==> src/rtl/uart_tx.sv <==
// FIFO-fed UART transmitter: start bit, DATA_WIDTH bits LSB first, optional parity, stop bit.
// Define UART_TX_PARITY_EN to add a parity bit (odd/even chosen by parity_odd).
module uart_tx #(
    parameter int unsigned DATA_WIDTH = 8,
    parameter int unsigned DIV_WIDTH  = 16
) (
    input  logic                  clk,
    input  logic                  rst,
    input  logic                  tx_en,
    input  logic [DIV_WIDTH-1:0]  baud_div,
    input  logic                  parity_odd,
    input  logic                  fifo_empty,
    input  logic [DATA_WIDTH-1:0] fifo_dout,
    output logic                  fifo_rd_en,
    output logic                  txd,
    output logic                  busy,
    output logic                  tx_done
);

    localparam int unsigned IdxW = (DATA_WIDTH > 1) ? $clog2(DATA_WIDTH) : 1;

    typedef enum logic [2:0] {StIdle, StFetch, StStart, StData, StParity, StStop} state_e;

    state_e                state_q, state_d;
    logic [DIV_WIDTH-1:0]  period_q, period_d;
    logic [DIV_WIDTH-1:0]  cnt_q, cnt_d;
    logic [IdxW-1:0]       idx_q, idx_d;
    logic [DATA_WIDTH-1:0] shift_q, shift_d;
    logic                  txd_q, txd_d;
    logic                  rd_en_q, rd_en_d;
    logic                  done_q, done_d;
    logic                  bit_end;

`ifdef UART_TX_PARITY_EN
    logic par_q, par_d;
`else
    logic unused_parity_odd;
    assign unused_parity_odd = parity_odd;
`endif

    assign bit_end = (cnt_q == period_q - DIV_WIDTH'(1));

    always_ff @(posedge clk) begin
        if (rst) begin
            state_q  <= StIdle;
            period_q <= '0;
            cnt_q    <= '0;
            idx_q    <= '0;
            shift_q  <= '0;
            txd_q    <= 1'b1;
            rd_en_q  <= 1'b0;
            done_q   <= 1'b0;
`ifdef UART_TX_PARITY_EN
            par_q    <= 1'b0;
`endif
        end else begin
            state_q  <= state_d;
            period_q <= period_d;
            cnt_q    <= cnt_d;
            idx_q    <= idx_d;
            shift_q  <= shift_d;
            txd_q    <= txd_d;
            rd_en_q  <= rd_en_d;
            done_q   <= done_d;
`ifdef UART_TX_PARITY_EN
            par_q    <= par_d;
`endif
        end
    end

    always_comb begin
        state_d  = state_q;
        period_d = period_q;
        cnt_d    = cnt_q;
        idx_d    = idx_q;
        shift_d  = shift_q;
        rd_en_d  = 1'b0;
`ifdef UART_TX_PARITY_EN
        par_d    = par_q;
`endif
        case (state_q)
            // The pop strobe is registered, so it is raised one IDLE cycle ahead of FETCH;
            // the pop decision for a back-to-back frame is taken on the last stop clock.
            StIdle: begin
                if (rd_en_q) begin
                    state_d = StFetch;
                end else begin
                    rd_en_d = tx_en & ~fifo_empty;
                end
            end
            StFetch: begin
                shift_d  = fifo_dout;
                period_d = (baud_div < DIV_WIDTH'(2)) ? DIV_WIDTH'(2) : baud_div;
                cnt_d    = '0;
                state_d  = StStart;
`ifdef UART_TX_PARITY_EN
                par_d    = (^fifo_dout) ^ parity_odd;
`endif
            end
            StStart: begin
                if (bit_end) begin
                    cnt_d   = '0;
                    idx_d   = '0;
                    state_d = StData;
                end else begin
                    cnt_d = cnt_q + DIV_WIDTH'(1);
                end
            end
            StData: begin
                if (bit_end) begin
                    cnt_d = '0;
                    if (idx_q == IdxW'(DATA_WIDTH - 1)) begin
`ifdef UART_TX_PARITY_EN
                        state_d = StParity;
`else
                        state_d = StStop;
`endif
                    end else begin
                        idx_d   = idx_q + IdxW'(1);
                        shift_d = shift_q >> 1;
                    end
                end else begin
                    cnt_d = cnt_q + DIV_WIDTH'(1);
                end
            end
`ifdef UART_TX_PARITY_EN
            StParity: begin
                if (bit_end) begin
                    cnt_d   = '0;
                    state_d = StStop;
                end else begin
                    cnt_d = cnt_q + DIV_WIDTH'(1);
                end
            end
`endif
            StStop: begin
                if (bit_end) begin
                    cnt_d   = '0;
                    state_d = StIdle;
                    rd_en_d = tx_en & ~fifo_empty;
                end else begin
                    cnt_d = cnt_q + DIV_WIDTH'(1);
                end
            end
            default: state_d = StIdle;
        endcase

        // Line outputs are computed from next-state values so they leave flops in step.
        case (state_d)
            StStart:  txd_d = 1'b0;
            StData:   txd_d = shift_d[0];
`ifdef UART_TX_PARITY_EN
            StParity: txd_d = par_q;
`endif
            default:  txd_d = 1'b1;
        endcase
        done_d = (state_d == StStop) && (cnt_d == period_d - DIV_WIDTH'(1));
    end

    assign fifo_rd_en = rd_en_q;
    assign txd        = txd_q;
    assign tx_done    = done_q;
    assign busy       = (state_q != StIdle);

endmodule

==> config.mk <==
export PLATFORM = sky130hd
export DESIGN_NAME = uart_tx
export DESIGN_NICKNAME = d
export VERILOG_FILES = /design/src/rtl/uart_tx.sv
export SDC_FILE = /design/constraint.sdc
export NUM_CORES = 1
export LEC_CHECK = 0
export CAP_MARGIN = 20
export CELL_PAD_IN_SITES_DETAIL_PLACEMENT = 0
export CELL_PAD_IN_SITES_GLOBAL_PLACEMENT = 1
export CORE_MARGIN = 2
export CORE_UTILIZATION = 25
export DETAILED_ROUTE_END_ITERATION = 7
export GPL_ROUTABILITY_DRIVEN = 0
export MAX_ROUTING_LAYER = met4
export PLACE_DENSITY = 0.52
export REMOVE_ABC_BUFFERS = 1
export SYNTH_ARGS = -nofsm -noshare
export SYNTH_HDL_FRONTEND = slang
export SYNTH_SLANG_ARGS = --single-unit
==> constraint.sdc <==
create_clock -name clk -period 5.7 [get_ports clk]
set_input_delay 0.855 -clock clk [delete_from_list [all_inputs] [get_ports clk]]
set_output_delay 0.855 -clock clk [all_outputs]
set_load 0.02 [all_outputs]
==> out/qor.yml <==
timing:
  fin_crit_ns: 4.88
  rsz0062_at_grt: "no"
  skew_ns: 0.00606
  min_period_over_period_pct: 85.6
  fmax_mhz: 205
  finalHoldViolCount: 0
  slew_headroom_pct: 49.8
  setup_viol: 0
  tightest_slew_ns: 0.747
  maxSlewViolCount: 0
  finalSetupTns_ns: 0
route:
  drt-total-wl_mm: 12.0
  drt-initial-drc-count: 240
  wl_per_cell_microns: 17.7
  via_per_inst: 5.21
  vias: 3527
  first_pass_iters: 4
  drc: 0
  detail-route-antenna-nets: 0
power_and_ir_drop:
  pwr-share-comb_pct: 33.3
  ir_worst_vdd_mv: 0.0914
  p_leak_nw: 1.44
  seqPwrFrac_pct: 36.4
  p_switching_w: 0.000348
  pwr-share-clk_pct: 30.3
  power.internal_w: 0.000669
  power_density_mw_per_mm2: 236
  netSwitchingFraction_pct: 34.2
setup_path:
  worstPathMaxFanout: 6
  critPathKind: "in -> reg"
  cp-start-kind: "input pin"
  crit_end: "tx_done$_SDFF_PP0_"
  worstPathRequired_ns: 5.89
  reg2regPathDepth: 12
  r2r-start: "period_q[0]$_SDFF_PP0_"
  arrival_ns: 5.07
  reg2reg_slack_ns: 1.57
  crit_path_end_kind: "flip-flop"
  cp-startpoint: "baud_div[6]"
  regToRegEndpoint: "tx_done$_SDFF_PP0_"
clock_tree:
  clock_latency_ns: 0.30
  cts_setup_buffers: 0
  cts.clk_slew.worst_paths_ns: 0.06
  cts.path.max_buffers: 2
  cts_tree: "yes"
  cts_buffers: 5
  cts_hold_buf: 0
  ctsHtreeMaxLevel: 2
  cts_sinks: 49
  cts_resized: 0
  cts_root_buffer: "clkbuf_16"
die:
  ios: 33
  die_area_sq_mm: 0.0160
  die_w_microns: 126
  num_rows: 44
  fp.dieH_microns: 126
  coreArea_sq_mm: 0.0146
  start_util_pct: 25.7
placement:
  dpl.hpwl_mm: 9.18
  io_buffers: 31
  placed_area_sq_mm: 0.00417
layout:
  multi_input_area_sq_mm: 0.00257
  nets: 527
  finalInstanceArea_sq_mm: 0.00431
  area_growth_pct: 15.0
  num_antenna_cells: 0
  layout-drive-gt1-share_pct: 6.69
  fillers: 1611
  seqCellArea_sq_um: 981
worst_hold_path:
  hp-class: "reg -> reg"
  hold_start: "shift_q[6]$_SDFFE_PP0P_"
global_routing:
  grt_use_total_pct: 16.0
  grt_start_max_net_pins: 34
  gr-total-overflow: 0
  grt_pass1_wl_mm: 19.3
  first_global_vias: 3472
  antenna_found_initial: 0
run_status:
  run_status: "complete, no violations"
yosys:
  syn_inst: 483
  synth_warnings: 0
  synth-seq-cells: 49
  syn-cell-area_sq_mm: 0.00375
  netlist_top_cells_count: "nor2_1 (55), dfxtp_1 (49), nand2_1 (43), xnor2_1 (40), nor3_1 (23)"
  synth_most_common_cell: "nor2_1"
  syn_area_per_cell_sq_um: 7.76
  ys_seq_area_share_pct: 26.2
  synth_edf_count: 0
  synth.area.top_cells: "dfxtp_1 (26%), xnor2_1 (9.3%), nor2_1 (5.5%)"
  synth_top_area_share_pct: 26.2
  ys.flop_type: "dfxtp_1"
  synth.distinct_cells: 73
  netlist.top_cell.by_area: "dfxtp_1"
  synthArstFlopShare_pct: 0
job:
  maxCapViolations: 0
[final cells by class]
| class | instances | share of cell area, % |
|---|---|---|
| Timing Repair Buffer | 37 | 8.25 |
| Multi-Input combinational cell | 391 | 59.6 |
| Inverter | 9 | 0.784 |
| Sequential cell | 49 | 22.8 |
| Tap cell | 184 | 5.34 |
| Clock buffer | 7 | 3.31 |
[state kept, by name (all words and copies together) (netlist names)]
register    flops
shift_q         8
idx_q           3
cnt_q          16
txd             1
tx_done         1
state_q         3
period_q       16
fifo_rd_en      1
[worst min path at each step]
stage | endpoint | cells past startpoint
6_report | shift_q[6]$_SDFFE_PP0P_ | 2
5_1_grt | shift_q[2]$_SDFFE_PP0P_ | 2
4_1_cts | shift_q[6]$_SDFFE_PP0P_ | 2
3_5_place_dp | shift_q[6]$_SDFFE_PP0P_ | 2
3_3_place_gp | shift_q[1]$_SDFFE_PP0P_ | 2
2_1_floorplan | shift_q[2]$_SDFFE_PP0P_ | 2
[cells in the final DEF (no fill, tap or decap), types with 5 or more instances in the layout]
master,count
nand4_1,9
or3_1,8
nor4_1,11
xnor2_1,40
nor3b_1,5
mux2i_1,14
a22oi_1,8
nand2b_1,6
o21ai_0,12
dfxtp_1,49
nor3_1,23
or4_1,8
nor2_1,55
and2_1,5
nand3_1,14
clkbuf_16,5
nor2b_1,9
clkdlybuf4s50_1,31
ha_1,5
a31oi_1,5
nand2_1,43
a21oi_1,21
inv_1,9
xor2_1,16
buf_4,6
[power groups by stage]
stage	Combinational, W	Sequential (W)	Clock [W]
6_report	0.000338	0.000370	0.000309
5_1_grt	0.000376	0.000372	0.000339
4_1_cts	0.000341	0.000370	0.000329
3_5_place_dp	0.000338	0.000378	0
3_3_place_gp	0.000338	0.000378	0
2_1_floorplan	0.000229	0.000373	0
[metal layers]
metal	part of all wire, %	global-route usage [%]	vias to the layer above
met3	4.2	2.66	16
met1	48	20.8	1680
li1	-	-	1754
met4	2.0	4.98	0
met5	0	-	-
met2	46	25.4	77
[cells by family (layout without fill, tap and decap cells)]
kind of cell | count (synthesis) | after routing | share of synthesized area (%)
compound gates | 87 | 87 | 16.5
mux | 17 | 17 | 4.64
flops | 49 | 49 | 26.2
buf+inv | 43 | 53 | 5.48
simple gates | 226 | 226 | 32.5
fa+ha+maj | 5 | 5 | 1.67
xor+xnor | 56 | 56 | 13.1
[metrics by stage]
step	instances	util (%)	total power, W	hold WS (ns)	setup WS [ns]
global route	677	29.5	0.00109	0.476	0.412
finish	677	29.5	0.00102	0.452	0.820
global placement	670	28.6	0.000715	0.441	0.435
CTS	677	29.5	0.00104	0.453	0.787
floorplan	449	-	0.000601	0.425	1.39
detailed placement	670	28.6	0.000716	0.445	0.457
[critical path, stage by stage]
cell and delay, ns:
clkdlybuf4s50_1 0.49, or4_1 0.67, nor3_1 0.38, a21oi_1 0.15, a22oi_1 0.22, ha_1 0.32, buf_4 0.20, nand2_1 0.07
xor2_1 0.12, o21ai_0 0.17, a211oi_1 0.41, a21boi_0 0.23, a2111oi_4 0.34, nand4_1 0.13, nor4_1 0.32
Power figures use the tool's default switching activity.
